**config.mk**
```make
export PLATFORM = sky130hd
export DESIGN_NAME = seq_detect_monitor
export DESIGN_NICKNAME = d
export VERILOG_FILES = /design/src/rtl/seq_mon_pkg.sv /design/src/rtl/window_timer.sv /design/src/rtl/seq_detect_monitor.sv
export SDC_FILE = /design/constraint.sdc
export NUM_CORES = 1
export LEC_CHECK = 0
export ABC_AREA = 1
export CAP_MARGIN = 20
export CORE_ASPECT_RATIO = 0.8
export CORE_MARGIN = 5
export CORE_UTILIZATION = 40
export DETAILED_ROUTE_END_ITERATION = 10
export RECOVER_POWER = 100
export SLEW_MARGIN = 5
export SYNTH_ARGS = -nofsm -noshare
export SYNTH_HDL_FRONTEND = slang
export SYNTH_SLANG_ARGS = --single-unit
```
**constraint.sdc**
```tcl
create_clock -name clk -period 2 [get_ports clk]
set_input_delay 0.4 -clock clk [delete_from_list [all_inputs] [get_ports clk]]
set_output_delay 0.4 -clock clk [all_outputs]
set_load 0.02 [all_outputs]
```
**src/rtl/seq_mon_pkg.sv**
```systemverilog
// Shared types and helpers for the detection-pulse monitor.
package seq_mon_pkg;

  typedef enum logic {IDLE, RUN} state_e;

  // Increment val by inc, holding at 2^width-1 (width up to 32).
  function automatic logic [31:0] sat_inc(input logic [31:0] val, input logic inc,
                                          input int unsigned width);
    logic [32:0] max_val;
    max_val = (33'd1 << width) - 33'd1;
    if (inc && ({1'b0, val} < max_val)) return val + 32'd1;
    return val;
  endfunction

endpackage

```
**src/rtl/window_timer.sv**
```systemverilog
// Free-running window cycle counter; pulses o_win_end on the last cycle of each window.
module window_timer #(
  parameter int unsigned WIN_W      = 16,
  parameter int unsigned WINDOW_LEN = 1000
) (
  input  logic clk,
  input  logic rst,
  input  logic i_run,
  input  logic i_clear,
  output logic o_win_end
);

  localparam logic [WIN_W-1:0] LastCnt = WIN_W'(WINDOW_LEN - 1);

  logic [WIN_W-1:0] r_win_cnt;

  assign o_win_end = i_run && (r_win_cnt == LastCnt);

  always_ff @(posedge clk) begin
    if (rst || i_clear) begin
      r_win_cnt <= '0;
    end else if (i_run) begin
      r_win_cnt <= o_win_end ? '0 : r_win_cnt + WIN_W'(1);
    end
  end

endmodule

```
**src/rtl/seq_detect_monitor.sv**
```systemverilog
// Counts detector pulses per fixed window and reports each window's count through a
// valid/ready port, with a saturating lifetime total and a sticky overrun flag.
module seq_detect_monitor
  import seq_mon_pkg::*;
#(
  parameter int unsigned CNT_W      = 8,
  parameter int unsigned TOT_W      = 16,
  parameter int unsigned WIN_W      = 16,
  parameter int unsigned WINDOW_LEN = 1000,
  parameter int unsigned THRESH     = 4
) (
  input  logic             clk,
  input  logic             rst,
  input  logic             i_en,
  input  logic             i_det_in,
  input  logic             i_res_ready,
  input  logic             i_clr_ovr,
  output logic             o_res_valid,
  output logic [CNT_W-1:0] o_res_count,
  output logic             o_res_alarm,
  output logic [TOT_W-1:0] o_total_cnt,
  output logic             o_ovr,
  output logic             o_busy
);

  state_e           r_state,     w_state_nxt;
  logic [CNT_W-1:0] r_win_acc,   w_win_acc_nxt;
  logic [TOT_W-1:0] r_total,     w_total_nxt;
  logic [CNT_W-1:0] r_res_count, w_res_count_nxt;
  logic             r_res_alarm, w_res_alarm_nxt;
  logic             r_res_valid, w_res_valid_nxt;
  logic             r_ovr,       w_ovr_nxt;

  logic             w_run;
  logic             w_win_end;
  logic [CNT_W-1:0] w_acc_sum;

  // Timer only advances while enabled in RUN; a disabled cycle suppresses any window end.
  assign w_run = (r_state == RUN) && i_en;

  window_timer #(
    .WIN_W     (WIN_W),
    .WINDOW_LEN(WINDOW_LEN)
  ) u_window_timer (
    .clk      (clk),
    .rst      (rst),
    .i_run    (w_run),
    .i_clear  (r_state == IDLE),
    .o_win_end(w_win_end)
  );

  assign w_acc_sum = CNT_W'(sat_inc(32'(r_win_acc), i_det_in, CNT_W));

  always_comb begin
    w_state_nxt     = r_state;
    w_win_acc_nxt   = r_win_acc;
    w_total_nxt     = r_total;
    w_res_count_nxt = r_res_count;
    w_res_alarm_nxt = r_res_alarm;
    w_res_valid_nxt = r_res_valid && !i_res_ready;
    w_ovr_nxt       = r_ovr && !i_clr_ovr;

    unique case (r_state)
      IDLE: begin
        if (i_en) begin
          w_state_nxt   = RUN;
          w_win_acc_nxt = '0;
        end
      end
      RUN: begin
        w_total_nxt = TOT_W'(sat_inc(32'(r_total), i_det_in, TOT_W));
        if (!i_en) begin
          w_state_nxt   = IDLE;
          w_win_acc_nxt = '0;
        end else if (w_win_end) begin
          w_res_count_nxt = w_acc_sum;
          w_res_alarm_nxt = (w_acc_sum >= CNT_W'(THRESH));
          w_res_valid_nxt = 1'b1;
          w_win_acc_nxt   = '0;
          // Overwriting an unaccepted result; set takes priority over clear.
          if (r_res_valid && !i_res_ready) w_ovr_nxt = 1'b1;
        end else begin
          w_win_acc_nxt = w_acc_sum;
        end
      end
      default: w_state_nxt = IDLE;
    endcase
  end

  always_ff @(posedge clk) begin
    if (rst) begin
      r_state     <= IDLE;
      r_win_acc   <= '0;
      r_total     <= '0;
      r_res_count <= '0;
      r_res_alarm <= 1'b0;
      r_res_valid <= 1'b0;
      r_ovr       <= 1'b0;
    end else begin
      r_state     <= w_state_nxt;
      r_win_acc   <= w_win_acc_nxt;
      r_total     <= w_total_nxt;
      r_res_count <= w_res_count_nxt;
      r_res_alarm <= w_res_alarm_nxt;
      r_res_valid <= w_res_valid_nxt;
      r_ovr       <= w_ovr_nxt;
    end
  end

  assign o_res_valid = r_res_valid;
  assign o_res_count = r_res_count;
  assign o_res_alarm = r_res_alarm;
  assign o_total_cnt = r_total;
  assign o_ovr       = r_ovr;
  assign o_busy      = (r_state == RUN);

endmodule

```
==> flow_summary.toml <==
[floorplanning]
coreArea_sq_um = 6824
ios = 34
die_h_um = 84.40
dieArea_sq_um = 8693
placementRows = 27
die_w_um = 103
initial_utilization_pct = 40.56

[finish]
drive_above_1_share_pct = 8.132
layout_common_cells = "nand2_1, nor2_1, dfxtp_1"
syn_to_final_growth_pct = 20.39
num_antenna_cells = 0
final_core_util_pct = 48.83
stdcell_count = 542
final_nets = 463
mostFrequentLayoutCell = "nand2_1"

[timing]
rsz0062_at_grt = "no"
fin_tns_setup_ns = 0
slew_headroom_pct = 72.09
fmax_ghz = 0.5311
slew_violations = 0
worstMarginPinSlew_ns = 0.4187
skew_ns = 0.01029
period_needed_ns = 1.883
setup_violations = 0
hold_viol = 0
period_share_pct = 94.14

[place]
gp_congestion = 0.8708
dp_cells = 534
portBuffers = 33
hpwl_um = 4938

[critical_path]
r2r_cells = 10
crit_path_end = "o_busy"
cp.required_ns = 1.60
crit_chain = "dlygate4sd3_1"
cpPeakStageDelay_ns = 0.71
reg2reg_from = "o_total_cnt[0]$_SDFFE_PP0P_"
startpoint_type = "register"
crit_type = "reg2out"
cp_top_family = "buffers and inverters"
critPathCaptureType = "primary output"
arrival_ns = 1.48
path_depth = 1
r2r_slack_ns = 0.23
critPathLaunch = "o_busy$_SDFF_PP0_"
cp_max_fo = 5
cpMaxStageDelayCell = "dlygate4sd3_1"
crit_buf_inv = 1
worst_r2r_endpoint = "o_total_cnt[9]$_SDFFE_PP0P_"

[cts]
postCtsHoldBufs = 0
cts_buffer_depth = 2
tritoncts = "built"
cts_resized = 0
postCtsSetupBuffers = 0
htree_levels = 2
numCtsBuffers = 5
clockRootBuffer = "clkbuf_8"
clock_latency_ns = 0.31
clk_pin_slew_worst_paths_ns = 0.10
cts.sinks = 52

[logic_synthesis]
yosys_register_bits = 52
synth.avg_cell_area_sq_um = 6.750
syn_nets = 419
synthArstFlopShare_pct = 0
syn_area_sq_um = 2768
yosys_warnings = 0
synthFlopType = "dfxtp_1"
ys_types = 30
synth_edf_count = 0
seq_area_frac_synth_pct = 37.61
synthCells = 410

[drt]
vias = 2579
antenna_left = 0
drc = 0
drtIter0Drc = 123
dr.pass1.iters = 4
wl_per_cell_um = 12.06
routed_wl_um = 6537
viasPerCell = 4.758

[global_routing]
grt_max_degree = 18
grt_use_total_pct = 15.79
grt_pass1_wl_um = 11100
overflow = 0
grt_pass1_vias = 2352
antenna_found_initial = 0

[pwr]
total_power_mw = 1.892
peakVddDrop_v = 0.0002982
leakagePower_nw = 1.276
power.density_nw_per_um2 = 567.9

[run]
drv_cap = 0

[min_path]
hold_class = "reg2reg"

[status]
status = "finished clean"
sequential cells by signal (all words and copies together) (netlist names):
name	count
o_ovr	1
o_res_valid	1
o_res_alarm	1
o_busy	1
o_total_cnt	16
o_res_count	8
u_window_timer.r_win_cnt	16
r_win_acc	8
kinds of logic (layout without fill, tap and decap cells):
family | Yosys count | count (layout) | synth area share (%)
buffers and inverters | 61 | 106 | 9.087
adders and majority gates | 3 | 3 | 1.356
DFF | 52 | 52 | 37.61
and+or+nand+nor | 223 | 223 | 35.26
xor gates and xnor gates | 16 | 16 | 5.063
AOI/OAI and AO/OA | 55 | 55 | 11.62
worst min path at each step:
stage / cells past startpoint / slack (ns) / endpoint / startpoint
after floorplan: 2 / 0.42 / u_window_timer.r_win_cnt[7]$_SDFFE_PP0P_ / u_window_timer.r_win_cnt[7]$_SDFFE_PP0P_
after global placement: 2 / 0.43 / u_window_timer.r_win_cnt[7]$_SDFFE_PP0P_ / u_window_timer.r_win_cnt[7]$_SDFFE_PP0P_
after detailed placement: 2 / 0.44 / u_window_timer.r_win_cnt[7]$_SDFFE_PP0P_ / u_window_timer.r_win_cnt[7]$_SDFFE_PP0P_
after CTS: 2 / 0.46 / u_window_timer.r_win_cnt[7]$_SDFFE_PP0P_ / u_window_timer.r_win_cnt[7]$_SDFFE_PP0P_
after global routing: 2 / 0.49 / u_window_timer.r_win_cnt[7]$_SDFFE_PP0P_ / u_window_timer.r_win_cnt[7]$_SDFFE_PP0P_
final: 2 / 0.45 / u_window_timer.r_win_cnt[7]$_SDFFE_PP0P_ / u_window_timer.r_win_cnt[7]$_SDFFE_PP0P_
report_power, final:
part	internal (mW)	leakage (nW)	switching [mW]	total, mW
clock	0.378	0.0548	0.379	0.757
combinational	0.0324	0.802	0.0574	0.0898
sequential	1.04	0.419	0.00671	1.05
layer usage:
metal / wire (um) / share of wire [%] / up-vias / GRT usage, %
met2: 2613 / 40 / 49 / 21.90
met4: 41 / 0.63 / 0 / 4.706
met3: 346 / 5.3 / 4 / 3.239
met5: 0 / 0 / - / 0
li1: - / - / 1383 / -
met1: 3536 / 54 / 1143 / 24.23
area by class of cell:
type	instances	area, sq um
Multi-Input combinational cell	297	1445
Fill cell	719	3492
Inverter	53	198.9
Tap cell	87	108.9
Clock buffer	5	68.82
Timing Repair Buffer	45	422.9
Sequential cell	52	1041
Clock inverter	3	46.29
metrics by stage:
stage	cell area [sq um]	setup WS, ns	hold slack [ns]
floorplan	2768	0.3271	0.4208
global placement	3257	0.1013	0.4329
detailed placement	3257	0.06131	0.4425
CTS	3372	0.1354	0.4563
global route	3332	0.02982	0.4883
finish	3332	0.1172	0.4518
Yosys cell counts (all sizes together) (4+ instances only):
library cell | n | share of area [%]
o21ai | 19 | 3.4
clkbuf | 4 | 0.54
nor2 | 73 | 11
inv | 53 | 7.2
buf | 4 | 1.4
nor3 | 12 | 2.4
nand3 | 28 | 5.4
nand4 | 8 | 1.8
dfxtp | 52 | 38
nand2 | 100 | 14
xnor2 | 4 | 1.3
a21oi | 32 | 6.9
xor2 | 12 | 3.8
Power figures use the tool's default switching activity.
